[src/rtl/turn_scheduler.sv]
`default_nettype none
// +----------------------------------------------------------------------------------+
// | turn_scheduler: runs whole game turns, granting the board_update_v port to the     |
// | human move path or the AI engine.                            Revision: 1.0 initial |
// +----------------------------------------------------------------------------------+
module turn_scheduler #(
   parameter int          AI_ENABLE  = 1,
   parameter logic        AI_PLAYER  = 1'b1,
   parameter logic [23:0] AI_TIMEOUT = 24'd5000000
) (
   input  logic       clk,
   input  logic       RST,
   input  logic       hum_req,
   input  logic [3:0] hum_pid,
   input  logic [5:0] hum_move,
   output logic       hum_ack,
   output logic       hum_rej,
   output logic       ai_start,
   input  logic       ai_done,
   input  logic [3:0] ai_pid,
   input  logic [5:0] ai_move,
   output logic       bu_en,
   output logic [3:0] bu_pid,
   output logic [5:0] bu_move,
   input  logic       bu_done,
   output logic       player,
   output logic       busy,
   output logic       ai_timeout,
   output logic [7:0] move_count
);

   typedef enum logic [2:0] {
      IDLE       = 3'd0,
      HUMAN_WAIT = 3'd1,
      AI_START   = 3'd2,
      AI_WAIT    = 3'd3,
      ISSUE      = 3'd4,
      BU_WAIT    = 3'd5,
      TURN_END   = 3'd6
   } state_t;

   state_t      state_q, state_d;
   logic [23:0] timer_q, timer_d;
   logic [3:0]  bu_pid_q, bu_pid_d;
   logic [5:0]  bu_move_q, bu_move_d;
   logic        player_q, player_d;
   logic        ai_timeout_q, ai_timeout_d;
   logic [7:0]  move_count_q, move_count_d;
   logic        hum_ack_q, hum_ack_d;
   logic        hum_rej_q, hum_rej_d;
   logic        bu_en_q, bu_en_d;
   logic        hum_req_q;
   logic        ai_turn;

   assign ai_turn = (AI_ENABLE != 0) && (player_q == AI_PLAYER) && !ai_timeout_q;

   always_ff @(posedge clk) begin
      if (RST) begin
         state_q      <= IDLE;
         timer_q      <= '0;
         bu_pid_q     <= '0;
         bu_move_q    <= '0;
         player_q     <= 1'b0;
         ai_timeout_q <= 1'b0;
         move_count_q <= '0;
         hum_ack_q    <= 1'b0;
         hum_rej_q    <= 1'b0;
         bu_en_q      <= 1'b0;
         hum_req_q    <= 1'b0;
      end else begin
         state_q      <= state_d;
         timer_q      <= timer_d;
         bu_pid_q     <= bu_pid_d;
         bu_move_q    <= bu_move_d;
         player_q     <= player_d;
         ai_timeout_q <= ai_timeout_d;
         move_count_q <= move_count_d;
         hum_ack_q    <= hum_ack_d;
         hum_rej_q    <= hum_rej_d;
         bu_en_q      <= bu_en_d;
         hum_req_q    <= hum_req;
      end
   end

   always_comb begin
      state_d      = state_q;
      timer_d      = timer_q;
      bu_pid_d     = bu_pid_q;
      bu_move_d    = bu_move_q;
      player_d     = player_q;
      ai_timeout_d = ai_timeout_q;
      move_count_d = move_count_q;
      hum_ack_d    = 1'b0;
      bu_en_d      = 1'b0;
      // A request made while the engine owns the turn is refused once per new request.
      hum_rej_d    = hum_req && !hum_req_q && ai_turn && (state_q != HUMAN_WAIT);

      case (state_q)
         IDLE: begin
            state_d = ai_turn ? AI_START : HUMAN_WAIT;
         end
         HUMAN_WAIT: begin
            if (hum_req) begin
               bu_pid_d  = hum_pid;
               bu_move_d = hum_move;
               hum_ack_d = 1'b1;
               state_d   = ISSUE;
            end
         end
         AI_START: begin
            timer_d = '0;
            state_d = AI_WAIT;
         end
         AI_WAIT: begin
            timer_d = timer_q + 24'd1;
            if (ai_done) begin
               bu_pid_d  = ai_pid;
               bu_move_d = ai_move;
               state_d   = ISSUE;
            end else if (timer_q == AI_TIMEOUT - 24'd1) begin
               // Engine gave up: the human takes over this side for the rest of the game.
               ai_timeout_d = 1'b1;
               state_d      = HUMAN_WAIT;
            end
         end
         ISSUE: begin
            bu_en_d = 1'b1;
            state_d = BU_WAIT;
         end
         BU_WAIT: begin
            if (bu_done) begin
               state_d = TURN_END;
            end
         end
         TURN_END: begin
            player_d = ~player_q;
            if (move_count_q != 8'hFF) begin
               move_count_d = move_count_q + 8'd1;
            end
            state_d = IDLE;
         end
         default: begin
            state_d = IDLE;
         end
      endcase
   end

   assign hum_ack    = hum_ack_q;
   assign hum_rej    = hum_rej_q;
   assign ai_start   = (state_q == AI_START);
   assign bu_en      = bu_en_q;
   assign bu_pid     = bu_pid_q;
   assign bu_move    = bu_move_q;
   assign player     = player_q;
   assign busy       = (state_q != IDLE) && (state_q != HUMAN_WAIT);
   assign ai_timeout = ai_timeout_q;
   assign move_count = move_count_q;

endmodule
`default_nettype wire

[config.mk]
export PLATFORM = sky130hd
export DESIGN_NAME = turn_scheduler
export DESIGN_NICKNAME = d
export VERILOG_FILES = /design/src/rtl/turn_scheduler.sv
export SDC_FILE = /design/constraint.sdc
export NUM_CORES = 1
export LEC_CHECK = 0
export BUFFER_PORTS_ARGS = -buffer_cell sky130_fd_sc_hd__buf_4
export CORE_ASPECT_RATIO = 0.9
export CORE_MARGIN = 2
export CORE_UTILIZATION = 40
export DETAILED_ROUTE_END_ITERATION = 8
export MAX_ROUTING_LAYER = met4
export PLACE_DENSITY_LB_ADDON = 0.1
export SYNTH_ARGS = -nofsm -noshare
export SYNTH_HDL_FRONTEND = slang
export SYNTH_SLANG_ARGS = --single-unit
[constraint.sdc]
create_clock -name clk -period 1.6 [get_ports clk]
set_input_delay 0.08 -clock clk [delete_from_list [all_inputs] [get_ports clk]]
set_output_delay 0.08 -clock clk [all_outputs]
set_load 0.03 [all_outputs]
==> Yosys cells after proc, flatten, opt, wreduce, memory -nomap -nowiden <==
Cells that the tools add are included.
{ "word_totals": {"regBits": 51, "latchBits": 0, "mem_bits_rw": 0, "rom_bits": 0, "in_bits": 25, "output_inout_bits": 25, "word_cells": 60, "memories": 0} }
{ "classes": {"add_sub_neg": 2, "n_mul": 0, "div": 0, "order_cmp": 0, "eq_ne": 13, "n_shift": 0, "n_mux": 15, "n_bitwise": 3, "reduce_logical": 16} }
{ "op_table": {"columns": ["operator", "n"], "rows": [
  ["24-bit case mux with 2 select lines", 1],
  ["24-bit by 1-bit adder with 24-bit output, second input constant", 1],
  ["24-bit by 23-bit == test with 1-bit output, second input constant", 1],
  ["3-bit case mux with 6 select lines", 1],
  ["3-bit two-way mux", 4],
  ["6-bit two-way mux", 2],
  ["6-bit case mux with 2 select lines", 1],
  ["3-bit == test, second input constant", 3],
  ["3-bit AND reduction", 3],
  ["8-bit by 1-bit adder with 8-bit output, second input constant", 1],
  ["4-bit two-way mux", 2],
  ["8-bit != test, second input constant", 1],
  ["4-bit case mux with 2 select lines", 1],
  ["3-bit by 2-bit == test with 1-bit output, second input constant", 2],
  ["2-bit != test, second input constant", 3],
  ["1-bit logical AND", 5],
  ["2-bit nonzero test", 2],
  ["3-bit by 1-bit == test with 1-bit output, second input constant", 1],
  ["3-bit logical NOT", 1],
  ["3-bit by 1-bit != test with 1-bit output, second input constant", 1],
  ["3-bit != test, second input constant", 1],
  ["1-bit NOT", 3],
  ["3-bit nonzero test", 1],
  ["1-bit logical NOT", 2],
  ["other kinds (4)", 5]
]} }

==> Depth between registers and ports, before layout <==
{ "logic_depth": {"depth_word": 4, "ltp_mapped": 6, "ltp_nobuf": 5} }

==> Worst setup path after synthesis <==
No wires, ideal clock.
{ "synth_timing": {"path_kind": "reg-to-reg", "start": "reg timer_q[0]", "end": "reg timer_q[20]", "setup_time_ns": 0.070, "arrival_ns": 1.560, "required_time_ns": 1.530, "path_slack_ns": -0.030, "stages_incl_launch_ff": 7, "path_buffers": 1, "period_less_slack_ns": 1.630, "cell_sequence": "dfxtp_1 -> ha_1 -> and2_2 -> nand3_4 -> buf_6 -> or4_1 -> a21oi_1"} }
{ "synth_via": {"elab_chain_len": 2} }
{ "synth_rtl": {"columns": ["element", "line_no", "source"], "rows": [
  ["start, declared", "43", "logic [23:0] timer_q, timer_d;"],
  ["start signal, assigned", "72", "timer_q <= timer_d;"],
  ["24-bit by 1-bit adder with 24-bit output", "115", "timer_d = timer_q + 24'd1;"],
  ["24-bit case mux with 2 select lines", "98", "case (state_q)"]
]} }
No other way between the ends.
A chain may end at the register's enable or synchronous reset.

==> Final worst setup path <==
{ "layout_timing": {"start": "reg state_q[2]", "end": "reg timer_q[21]"} }
{ "layout_via": {"elab_chain_len": 2, "word_cells_on_any_way": 4, "classes_between": "2 x eq/ne; 1 x mux; 1 x reduce/logical"} }
{ "layout_rtl": {"columns": ["element", "line_no", "source"], "rows": [
  ["start, declared", "42", "state_t state_q, state_d;"],
  ["start signal, assigned", "71", "state_q <= state_d;"],
  ["3-bit by 2-bit == test with 1-bit output", "98", null],
  ["24-bit case mux with 2 select lines / 2-bit nonzero test (equally long branches)", null, null]
]} }
Several ways; a longest one is shown, not always the timed one.

==> results by group <==
Outcome
  – Status: complete, no violations

Route
  – Antenna Nets Post-Route: 0
  – Via count: 2515
  – Post-Route WL: 6.83 mm
  – DR WL/cell: 14.3 um
  – Post-route DRC: 0
  – DRT Pass-1 Iters: 4
  – Vias/cell: 5.26
  – Initial DRC count: 132

Synthesis
  – Mapped Area: 2550 sq um
  – Avg Inst Size Synth: 8.47 sq um
  – Mapped Cells: 301
  – Synth area leaders: dfxtp_1, nand2_1, a21oi_1
  – Sequential share of the synthesized area: 40.1%
  – Cell taking the most area after synthesis: dfxtp_1
  – Syn Nets: 328
  – Yosys top cell area share: 40.1%
  – #FFs+latches synth: 51
  – Distinct cells, synth: 52
  – Primary FF master, synth: dfxtp_1
  – EDFF count, synth: 0
  – Ys async rst share: 0%
  – YS warnings: 0

Worst setup path
  – Worst Path Max Fanout: 6
  – Worst endpoint required time: 1.85 ns
  – Instance count on the critical path: 5
  – Worst flop-to-flop path startpoint: state_q[2]$_SDFFE_PP0P_
  – Setup crit start: state_q[2]$_SDFFE_PP0P_
  – Largest delay share family, worst path: simple AND/OR/NAND/NOR gates
  – Reg2reg end: timer_q[21]$_SDFFE_PP0P_
  – Register-to-Register Path Depth: 5
  – Buf+Inv Stages, Crit Path: 1
  – Critical Path End Type: register
  – CP startpoint kind: register
  – Crit Path Class: register to register
  – Crit path largest cell delay: 0.47 ns
  – Crit path arrival time: 1.81 ns
  – Worst R2R Setup Slack: 0.03 ns
  – Slowest cell on crit path: or4_4
  – Critical Path End: timer_q[21]$_SDFFE_PP0P_
  – CP cell instances: and4b_1 -> nand3_2 -> buf_6 -> or4_4 -> a21oi_2

Cells and area
  – Fin area: 3550 sq um
  – Most common cell after layout, fill and taps aside: buf_4
  – Layout cells sized above 1: 38.4%
  – Commonest cells after routing, fill and taps aside: buf_4, dfxtp_1, nand2_1
  – Fin cells: 478
  – Antenna Diode Count: 0
  – Final #Nets: 419
  – P&R area growth vs syn: 39.4%

Clock tree
  – Root buffer selected by CTS: clkbuf_8
  – Worst-skew pair later-pin latency: 0.30 ns
  – Total CTS buffers: 5
  – Clock sink count: 51
  – Worst-path clk slew: 0.09 ns
  – Clk buf depth: 2
  – CTS H-tree depth: 2
  – CTS tree: built

STA
  – Final setup margin: 0.0343 ns
  – Final Setup Violations: 0
  – Skew final: 0.00946 ns
  – Slew @ Worst Pin: 0.429 ns
  – Slew HR: 71.0%
  – Unrepaired setup endpoints after global routing: yes
  – Max Freq: 639 MHz
  – Final Cycle Share: 97.9%
  – Pins Over Slew Limit: 0
  – Post-route minimum period: 1.57 ns
  – Final hold vios: 0

Global routing
  – First-pass GRT wire length: 10.8 mm
  – Vias in the first global route: 2260
  – Gr usage total: 19.8%
  – GRT overflow: 0
  – Initial antenna violation count: 0
  – Largest net degree at the start of global routing: 31

Placement
  – Cells after DPL: 461
  – Setup WS pre-CTS: -0.0936 ns
  – Dpl hpwl: 4.72 mm
  – Port Buffer Count: 49
  – Placer Congestion: 0.808
  – Post-DP Area: 3260 sq um

Job
  – # Max-Cap Violations: 0

Floorplanning
  – Cell row count: 27
  – Num ports: 50
  – Die Span X: 88.1 um
  – Die H: 79.7 um
  – Die area: 7030 sq um
  – Core area: 6150 sq um
  – Initial cell density of the core: 41.5%

Hold path
  – Worst min-delay path category: primary input to register

Power and ir drop
  – Peak VDD IR: 677 uV
  – Pwr Density: 1030 nW/um^2
  – Leakage: 1.37 nW
==> power by group <==
part / leakage (nW) / switching [mW] / internal, mW
Sequential: 0.417 / 0.101 / 1.41
Clock: 0.0371 / 0.401 / 0.293
Combinational: 0.918 / 0.824 / 0.639
==> synth_stat cells, types with 7 or more instances <==
master / number
nand3_1: 19
or4_1: 10
o31ai_1: 9
a21oi_1: 21
dfxtp_1: 51
o21ai_0: 14
a311oi_1: 10
xor2_1: 7
nor2_1: 27
nand4_1: 9
clkbuf_1: 11
nand2_1: 30
==> stage by stage <==
stage               utilization, %  TNS (ns)  power (mW)  hold WS [ns]
global placement              53.1    -0.390        2.90         0.308
finish                        57.8         0        3.67        0.0446
CTS                           55.5         0        3.64        0.0376
floorplan                        -         0        2.37         0.166
detailed placement            53.1    -0.628        2.91         0.312
global route                  57.8   -0.0721        3.89        0.0419
==> routing by layer <==
metal  GRT usage [%]  vias up  wire, um
met4            6.21        0        69
met2            27.9       58      2930
li1                -     1298         -
met1            29.0     1153      3500
met3            3.41        6       327
met5               -        -         0
==> logic make-up (layout without fill, tap and decap cells) <==
group                      Yosys count  in the layout  synth area share [%]
muxes                                4              4                  1.57
buffers and inverters               25            113                  5.40
AOI/OAI and AO/OA                   68             68                  17.4
and+or+nand+nor                    141            143                  31.2
DFF                                 51             51                  40.1
adders and majority gates            2              2                 0.982
xor gates and xnor gates            10             10                  3.44
==> sequential cells by signal, indices dropped and copies added (netlist names) <==
signal	count
bu_en	1
timer_q	24
player	1
hum_req_q	1
ai_timeout	1
bu_pid	4
bu_move	6
state_q	3
move_count	8
hum_rej	1
hum_ack	1
==> timing repair <==
action | 4_1_cts | 5_1_grt
endpoints found under the setup margin | 12 | 28
buffers inserted | 4 | 3
pin swaps | 2 | 14
resized for setup | 8 | 31
hold buffers | 1 | 0
endpoints found under the hold margin | 1 | 0
gates cloned | 1 | 2
==> cell type report <==
type                    count  area, sq um
well taps                  87          109
inverters                   4         15.0
multi-input cells         227         1530
flip-flops and latches     51         1030
clock buffers               6         72.6
fillers                   590         2590
repair buffers            103          797
==> worst register-to-register path: cells and delay by family, from the launching register on <==
| family | cells | cell delay, ns |
|---|---|---|
| buffers and inverters | 1 | 0.16 |
| and+or+nand+nor | 3 | 0.89 |
| DFF | 1 | 0.34 |
| AOI/OAI and AO/OA | 1 | 0.12 |
==> worst min-delay path by stage <==
| stage | startpoint | end | slack (ns) | cells after the start |
|---|---|---|---|---|
| floorplan | RST | hum_req_q$_SDFF_PP0_ | 0.17 | 1 |
| global placement | bu_done | state_q[2]$_SDFFE_PP0P_ | 0.31 | 2 |
| detailed placement | bu_done | state_q[2]$_SDFFE_PP0P_ | 0.31 | 2 |
| CTS | hum_move[5] | bu_move[5]$_SDFFE_PP0P_ | 0.04 | 3 |
| global route | hum_pid[1] | bu_pid[1]$_SDFFE_PP0P_ | 0.04 | 3 |
| finish | hum_move[5] | bu_move[5]$_SDFFE_PP0P_ | 0.04 | 3 |
(Power assumes the default switching activity.)
